<file path="config.mk">
export PLATFORM = sky130hd
export DESIGN_NAME = reg_scoreboard
export DESIGN_NICKNAME = d
export VERILOG_FILES = /design/src/rtl/reg_scoreboard.sv
export SDC_FILE = /design/constraint.sdc
export NUM_CORES = 1
export LEC_CHECK = 0
export ABC_AREA = 1
export BUFFER_PORTS_ARGS = -buffer_cell sky130_fd_sc_hd__buf_2
export CAP_MARGIN = 5
export CORE_MARGIN = 4
export CORE_UTILIZATION = 25
export DETAILED_ROUTE_END_ITERATION = 8
export GPL_ROUTABILITY_DRIVEN = 0
export GPL_TIMING_DRIVEN = 0
export SLEW_MARGIN = 0
export SYNTH_ARGS = -nofsm -noshare
export SYNTH_HDL_FRONTEND = slang
export SYNTH_SLANG_ARGS = --single-unit
</file>
<file path="constraint.sdc">
create_clock -name clk -period 7.16 [get_ports clk]
set_clock_uncertainty 0.15 [all_clocks]
set_input_delay 0.358 -clock clk [delete_from_list [all_inputs] [get_ports clk]]
set_output_delay 0.358 -clock clk [all_outputs]
set_load 0.01 [all_outputs]
</file>
<file path="src/rtl/reg_scoreboard.sv">
// reg_scoreboard
//   Issue-stage hazard controller for a 32x32 register file (x0 hardwired
//   to zero). Tracks registers with an in-flight write and stalls issue on
//   RAW or WAW hazards. It also owns the single write port in time: one
//   writeback slot is reserved per cycle, so units with different latencies
//   never collide on the port.
//
// Ports
//   clk, rst_n            clock (rising edge), async active-low reset
//   iss_valid/rs1/rs2/rd  decode-side instruction presented for issue
//   iss_we, iss_lat       writes rd; cycles from issue to writeback
//   iss_stall, iss_fire   hold decode / instruction accepted this cycle
//   wb_we, wb_addr        register-file write port activity (retirement)
//   wb_due                a writeback is scheduled for this cycle
//   busy_mask, pend_cnt   pending-write bits and their registered popcount
//   sb_err                sticky protocol-violation flag
module reg_scoreboard #(
  parameter int NREG    = 32,
  parameter int AW      = 5,
  parameter int MAX_LAT = 7,
  parameter int LW      = 3
) (
  input  logic            clk,
  input  logic            rst_n,
  input  logic            iss_valid,
  input  logic [AW-1:0]   iss_rs1,
  input  logic [AW-1:0]   iss_rs2,
  input  logic [AW-1:0]   iss_rd,
  input  logic            iss_we,
  input  logic [LW-1:0]   iss_lat,
  output logic            iss_stall,
  output logic            iss_fire,
  input  logic            wb_we,
  input  logic [AW-1:0]   wb_addr,
  output logic            wb_due,
  output logic [NREG-1:0] busy_mask,
  output logic [AW:0]     pend_cnt,
  output logic            sb_err
);

  logic [NREG-1:0]    busy_q, busy_next;
  logic [MAX_LAT-1:0] slots_q, slot_new;
  logic [AW:0]        cnt_next;
  logic [LW-1:0]      lat_eff;
  logic               rd_nz, slot_hit, raw, waw, struct_hz, fire_w, err_now;

  always_comb begin
    lat_eff = iss_lat;
    if (iss_lat == '0)
      lat_eff = LW'(1);
    else if (int'(iss_lat) > MAX_LAT)
      lat_eff = LW'(MAX_LAT);
  end

  // After this cycle's shift, bit L-1 of the next vector is today's bit L.
  // A reservation L == MAX_LAT lands beyond every existing one, so it never
  // conflicts.
  always_comb begin
    slot_hit = 1'b0;
    if (int'(lat_eff) < MAX_LAT)
      slot_hit = slots_q[lat_eff];
  end

  assign rd_nz     = (iss_rd != '0);
  assign raw       = busy_q[iss_rs1] | busy_q[iss_rs2];
  assign waw       = iss_we & rd_nz & busy_q[iss_rd];
  assign struct_hz = iss_we & rd_nz & slot_hit;
  assign iss_stall = iss_valid & (raw | waw | struct_hz);
  assign iss_fire  = iss_valid & ~iss_stall;
  assign fire_w    = iss_fire & iss_we & rd_nz;

  always_comb begin
    slot_new = '0;
    if (fire_w)
      slot_new[lat_eff - LW'(1)] = 1'b1;
  end

  // Set takes priority over clear; WAW guarantees they never hit the same
  // register in one cycle anyway.
  always_comb begin
    busy_next = busy_q;
    if (wb_we)
      busy_next[wb_addr] = 1'b0;
    if (fire_w)
      busy_next[iss_rd] = 1'b1;
    busy_next[0] = 1'b0;
  end

  always_comb begin
    cnt_next = '0;
    for (int i = 0; i < NREG; i++)
      cnt_next = cnt_next + {{AW{1'b0}}, busy_next[i]};
  end

  assign err_now = (wb_we & ~slots_q[0]) |
                   (slots_q[0] & ~wb_we) |
                   (wb_we & (wb_addr != '0) & ~busy_q[wb_addr]);

  always_ff @(posedge clk or negedge rst_n) begin
    if (!rst_n) begin
      busy_q   <= '0;
      slots_q  <= '0;
      pend_cnt <= '0;
      sb_err   <= 1'b0;
    end else begin
      busy_q   <= busy_next;
      slots_q  <= (slots_q >> 1) | slot_new;
      pend_cnt <= cnt_next;
      if (err_now)
        sb_err <= 1'b1;
    end
  end

  assign wb_due    = slots_q[0];
  assign busy_mask = busy_q;

endmodule

</file>
Word level (Yosys, flattened, before mapping)
Index checks and enable logic that the tools add are counted.
W data, S select, Z words.
{"block": "classes", "bitwise": 24, "mux": 21, "n_lt_le_gt_ge": 10, "n_reduce_logical": 6, "add_sub_neg": 31}
{"op": "$add A6 B1 Y6", "count": 25}
{"op": "$mux W32", "count": 2}
{"op": "$and A32 B32 Y32", "count": 1}
{"op": "$not A32 Y32", "count": 1}
{"op": "$or A32 B32 Y32", "count": 1}
{"op": "$lt A5 B6 Y1 const B", "count": 4}
{"op": "$bmux W1 S5", "count": 4}
{"op": "$and A1 B1 Y1", "count": 11}
{"op": "$demux W1 S5", "count": 2}
{"op": "$ge A5 B1 Y1 const B", "count": 2}
{"op": "$reduce_bool A5 Y1", "count": 2}
{"op": "$mux W1", "count": 9}
{"op": "$lt A3 B4 Y1 const B", "count": 2}
{"op": "$mux W7", "count": 1}
{"op": "$or A6 B7 Y7", "count": 1}
{"op": "$add A5 B1 Y6", "count": 1}
{"op": "$add A4 B1 Y5", "count": 1}
{"op": "$or A1 B1 Y1", "count": 5}
{"op": "$add A3 B1 Y4", "count": 1}
{"op": "$not A1 Y1", "count": 4}
{"op": "$add A2 B1 Y3", "count": 1}
{"op": "$bmux W1 S3", "count": 1}
{"op": "$demux W1 S3", "count": 1}
{"op": "$ge A3 B1 Y1 const B", "count": 1}
{"op": "6 further kinds", "count": 8}
{"block": "totals", "regBits": 45, "elab_cells": 96}

Logic depth before layout (Yosys ltp)
{"block": "depth", "ltp_word": 43, "mapped_depth": 35, "mapped_depth_nobuf": 33}

Least setup slack after synthesis
Ideal clock, no wire load.
{"block": "synth_timing", "kind": "input port to flip-flop", "start": "in iss_rs2[0]", "end": "reg pend_cnt[4]", "setup_slack_ns": 1.195, "required_ns": 6.889, "setup_ns": 0.121, "arrival_ns": 5.694, "path_stages": 30, "cell_sequence": "buf_4 > inv_2 > buf_6 > nand2_1 > nand3_1 > nand3_1 > nand2_1 > nand2_1 > nand3_1 > nand2_1 > nand4_4 > nor2_8 > buf_6 > nand2_1 > nand2_1 > fa_1 > inv_1 > fa_1 > fa_1 > fa_1 > inv_1 > fa_1 > inv_1 > fa_1 > inv_1 > fa_1 > inv_1 > fa_1 > o21a_1 > xor2_1"}
{"block": "synth_via", "elab_chain_len": 41}
{"item": "start: declaration", "line": "27", "rtl": "input logic [AW-1:0] iss_rs2,"}
{"item": "$bmux W1 S5", "line": "65", "rtl": "assign raw = busy_q[iss_rs1] | busy_q[iss_rs2];"}
{"item": "$mux W1 (implied by the code)", "line": "65"}
{"item": "$or A1 B1 Y1", "line": "65"}
{"item": "$or A1 B1 Y1 (2 in series)", "line": "68", "rtl": "assign iss_stall = iss_valid & (raw | waw | struct_hz);"}
{"item": "$and A1 B1 Y1", "line": "68"}
{"item": "$not A1 Y1", "line": "69", "rtl": "assign iss_fire = iss_valid & ~iss_stall;"}
{"item": "$and A1 B1 Y1", "line": "69"}
{"item": "$and A1 B1 Y1 (2 in series)", "line": "70", "rtl": "assign fire_w = iss_fire & iss_we & rd_nz;"}
{"item": "$mux W32", "line": "84", "rtl": "if (fire_w)"}
{"item": "named net busy_next[1]", "line": "41", "rtl": "logic [NREG-1:0] busy_q, busy_next;"}
{"item": "$add A1 B1 Y2", "line": "92", "rtl": "cnt_next = cnt_next + {{AW{1'b0}}, busy_next[i]};"}
{"item": "$add A2 B1 Y3", "line": "92"}
{"item": "$add A3 B1 Y4", "line": "92"}
{"item": "$add A4 B1 Y5", "line": "92"}
{"item": "$add A5 B1 Y6", "line": "92"}
{"item": "$add A6 B1 Y6 (25 in series)", "line": "92"}
{"item": "named net cnt_next[4]", "line": "43", "rtl": "logic [AW:0] cnt_next;"}
{"item": "end signal: assignment", "line": "108", "rtl": "pend_cnt <= cnt_next;"}
{"item": "end: declaration", "line": "37", "rtl": "output logic [AW:0] pend_cnt,"}
The timed path passes the listed nets, and every way through them passes these cells. The select of a mux whose other input is x is not followed.
A chain may end at the register's enable or synchronous reset.

Worst setup path after layout
{"block": "layout_timing", "start": "reg busy_q[18], in the netlist busy_mask[18]", "end": "reg pend_cnt[4]"}
{"block": "layout_via", "elab_chain_len": 41}
{"item": "start: declaration", "line": "41"}
{"item": "start signal: assignment", "line": "106", "rtl": "busy_q <= busy_next;"}
{"item": "$bmux W1 S5, on equally long branches", "line": "65, 66"}
{"item": "$mux W1, on equally long branches", "line": "65, 66"}
{"item": "$or A1 B1 Y1 or $and A1 B1 Y1 (tied branches)", "line": "65, 66"}
{"item": "$or A1 B1 Y1 * (2 in series)", "line": "68"}
{"item": "$and A1 B1 Y1 *", "line": "68"}
{"item": "$not A1 Y1 *", "line": "69"}
{"item": "$and A1 B1 Y1 *", "line": "69"}
{"item": "$and A1 B1 Y1 * (2 in series)", "line": "70"}
{"item": "$mux W32 *", "line": "84"}
{"item": "named net busy_next[1]", "line": "41"}
{"item": "$add A1 B1 Y2 *", "line": "92"}
{"item": "$add A2 B1 Y3 *", "line": "92"}
{"item": "$add A3 B1 Y4 *", "line": "92"}
{"item": "$add A4 B1 Y5 *", "line": "92"}
{"item": "$add A5 B1 Y6 *", "line": "92"}
{"item": "$add A6 B1 Y6 * (25 in series)", "line": "92"}
{"item": "named net cnt_next[4]", "line": "43"}
Mark *: on every way through the listed nets, which the timed path passes. The rest lies on a longest branch. The select of a mux whose other input is x is not followed.

==> tab_implementation.tex <==
\begin{tabular}{lr}
\hline
Metric & Value \\
\hline
\multicolumn{2}{l}{\textbf{Cells and area}} \\
Antenna Cells & 0 \\
Fraction of layout cells with a size suffix above 1 & 0.1312 \\
Area taken by multi-input logic gates & 2615 µm² \\
Number of inserted filler cells in the final layout & 1,924 \\
Sequential Area & 1126 µm² \\
Layout-stage area growth over the synthesis result & 16.96\% \\
Final layout net count & 821 \\
\multicolumn{2}{l}{\textbf{Setup path}} \\
Worst setup SP type & flop \\
Worst setup EP type & flop \\
Worst R2R Setup Slack & 0.59 ns \\
CP Max Fanout & 10 \\
Cell with the largest stage delay on the worst path & sky130\_fd\_sc\_hd\_\_fa\_1 \\
Critical path class & flop to flop \\
Delay of the slowest critical-path stage & 0.57 ns \\
Reg2reg path depth & 29 \\
Capturing element of the worst setup path & pend\_cnt[4] \\
Startpoint of the most critical register-to-register path & busy\_mask[18] \\
Most frequent cell on the critical path & sky130\_fd\_sc\_hd\_\_fa\_1 \\
Arrival @ worst endpoint & 6.60 ns \\
Reg2Reg Capture Point & pend\_cnt[4] \\
WP data required & 7.19 ns \\
Critical Path Start & busy\_mask[18] \\
\multicolumn{2}{l}{\textbf{STA}} \\
Worst hold slack & 0.09049 ns \\
Total of endpoints with negative setup slack in the final report & 0 \\
Slew margin rel. & 0.3090 \\
Setup tns final & 0 ns \\
Hold Vio Cnt, Final & 0 \\
Minimum clock period after layout & 6.571 ns \\
Maximum clock frequency & 152.2 MHz \\
Worst slew pin tran & 1.036 ns \\
Total count of max-transition violations in the final report & 0 \\
Setup repair after global routing missed its margin & no \\
Portion of the clock cycle consumed by the worst path in the final layout & 0.9177 \\
\multicolumn{2}{l}{\textbf{Logic synthesis}} \\
Post-synthesis mux area share & 0 \\
Asr flop ratio synth & 1.000 \\
Prevailing post-synth register cell & sky130\_fd\_sc\_hd\_\_dfrtp\_1 \\
Sequential share of the synthesized area & 0.2565 \\
Post-synthesis instance area & 4390 µm² \\
Main combinational cell family by area after synthesis & simple AND/OR/NAND/NOR gates \\
Synth Area in Compound Gates & 0.09632 \\
Basic-gate share of the synthesized area counting and, or, nand and nor cells & 0.3628 \\
EDFF count, synth & 0 \\
Syn avg cell area & 6.354 µm² \\
Post-synth net total & 750 \\
Synth cell types & 31 \\
Total number of yosys warnings & 0 \\
Adder-cell area share of the yosys netlist & 0.1277 \\
Post-Synth XOR/XNOR Area & 0.007979 \\
Cell count after synthesis & 691 \\
Number of synthesized register bits & 45 \\
\multicolumn{2}{l}{\textbf{Drt}} \\
Routed wire per std cell & 15.68 µm \\
Router iterations before antenna repair & 5 \\
Post-detailed-routing wire length & 15.48 mm \\
Number of design rule violations left after detail routing & 0 \\
Starting DRC count in detailed routing & 472 \\
Via density per instance & 4.706 \\
Count of antenna-violating nets left after detailed routing & 0 \\
Vias & 4,645 \\
\multicolumn{2}{l}{\textbf{Global route}} \\
Global route total overflow & 0 \\
Global-route wire length before repair & 24.58 mm \\
Pin count of the biggest net entering global routing & 46 \\
Aggregate global-route resource usage & 0.1577 \\
Vias in the first global route & 4,462 \\
Initial antenna violation count & 2 \\
\multicolumn{2}{l}{\textbf{Floorplanning}} \\
Number of ports placed on the die boundary & 70 \\
Row count & 48 \\
Die X & 140.5 µm \\
Effective utilization at floorplan & 0.2547 \\
Die Outline Area & 19,750 µm² \\
Height of the die & 140.5 µm \\
Core Area & 17,240 µm² \\
\multicolumn{2}{l}{\textbf{Run}} \\
Max-cap violations & 0 \\
\multicolumn{2}{l}{\textbf{Pwr}} \\
Portion of total power attributed to the clock network & 0.127 \\
Power density over the cells & 358.9 nW/µm² \\
Sequential power share & 0.197 \\
Switching share of power & 0.4723 \\
Net switching component of the power & 870.3 µW \\
Share of power burned in combinational logic & 0.677 \\
Static leakage power & 0.002780 µW \\
Internal portion of total power & 972.4 µW \\
Worst IR Drop VDD & 0.3604 mV \\
\multicolumn{2}{l}{\textbf{Clock network}} \\
Deepest level of the CTS H-tree & 2 \\
CTS clock-pin slew for the worst setup and hold paths & 0.06 ns \\
\# resized after CTS & 0 \\
Clock Root Buffer & sky130\_fd\_sc\_hd\_\_clkbuf\_16 \\
Clock Sink Count & 45 \\
Post-CTS setup buffers & 0 \\
TritonCTS Buffers & 5 \\
Buffer depth of the longest clock path & 2 \\
Insertion delay to the later sink of the worst-skew pair & 0.29 ns \\
TritonCTS clock tree & yes \\
Hold-fix buffers, CTS & 0 \\
\multicolumn{2}{l}{\textbf{Place}} \\
Final HPWL DP & 12.80 mm \\
Number of port buffers & 64 \\
\multicolumn{2}{l}{\textbf{Status}} \\
Status & finished, final reports clean \\
\multicolumn{2}{l}{\textbf{Hold path}} \\
Path category of the worst min-delay check & input port to async pin \\
\hline
\end{tabular}
[per-layer routing]
layer / wire, µm / global-route usage
met2: 7442 / 0.2649
met4: 493 / 0.05966
met5: 21 / 0
met1: 6562 / 0.2074
met3: 958 / 0.01946
[cell families after synthesis]
kind of cell,Yosys count
AND/OR/NAND/NOR,382
other,1
XOR/XNOR,4
flip-flops,45
buffers and inverters,148
AO/OA/AOI/OAI,80
adder cells (fa/ha/maj),31
[synthesized netlist by cell type, drive strengths merged, types with 3 or more instances]
library cell | number | area (µm²)
inv | 129 | 484.2
nor3 | 17 | 90.09
fa | 23 | 460.4
a21oi | 37 | 185.2
ha | 8 | 100.1
dfrtp | 45 | 1126
nand2 | 239 | 904.6
buf | 17 | 147.7
nor2 | 55 | 222.7
nand3 | 67 | 335.3
nand4 | 3 | 33.78
o22ai | 7 | 43.79
o21ai | 33 | 172.7
[area by class of cell]
class,instances,area share
multi-input combinational,498,0.5093
sequential,45,0.2193
inverter,129,0.09430
timing repair buffer,64,0.06238
tap,225,0.05482
buffer,19,0.03216
clock buffer,7,0.02778
[worst min path at each step]
stage / endpoint / cells past startpoint / start / slack (ns)
after floorplan: busy_mask[10] / 0 / rst_n / -0.09
after global placement: slots_q[2] / 2 / slots_q[3] / 0.28
after detailed placement: slots_q[2] / 2 / slots_q[3] / 0.28
after CTS: slots_q[2] / 1 / rst_n / 0.16
after global routing: slots_q[0] / 1 / rst_n / 0.20
final: slots_q[2] / 1 / rst_n / 0.09
[sequential cells by signal, summed over array words and instances, names as in the netlist]
register and cells:
busy_mask 31, slots_q 7, sb_err 1, pend_cnt 6
[power groups by stage]
stage	registers (µW)	logic [µW]	clock network (µW)
final	363	1250	233
after floorplan	371	918	0
after CTS	362	1270	241
after global placement	368	1230	0
after detailed placement	366	1260	0
after global routing	368	1460	249
[worst max-delay path, delay by kind of cell, from the launching register on]
kind,cells,cell delay [ns]
buffers and inverters,8,0.71
DFF,1,0.47
adders and majority gates,8,3.76
AOI/OAI and AO/OA,2,0.39
and+or+nand+nor,10,0.84
xor gates and xnor gates,1,0.14
[layout by cell type (no fill, tap or decap), drive strengths merged]
cell,n
dfrtp,45
nor3,17
fa,23
xnor2,2
o22ai,7
conb,1
nor2,55
nand2,239
clkbuf,9
a21oi,37
o21ai,33
nand3,67
xor2,2
o21a,1
inv,129
ha,8
o31ai,1
or2,1
buf,81
a31oi,1
nand4,3
[stage by stage]
step,cells,total power [µW],util,setup WS [ns],cell area [µm²]
after floorplan,691,1288,-,1.195,4390
after global placement,980,1601,0.2896,0.3254,4992
after detailed placement,980,1623,0.2896,0.3159,4992
after CTS,987,1875,0.2979,0.5442,5135
after global routing,987,2078,0.2979,0.2060,5135
final,987,1843,0.2979,0.5892,5135
(Power assumes the default switching activity.)
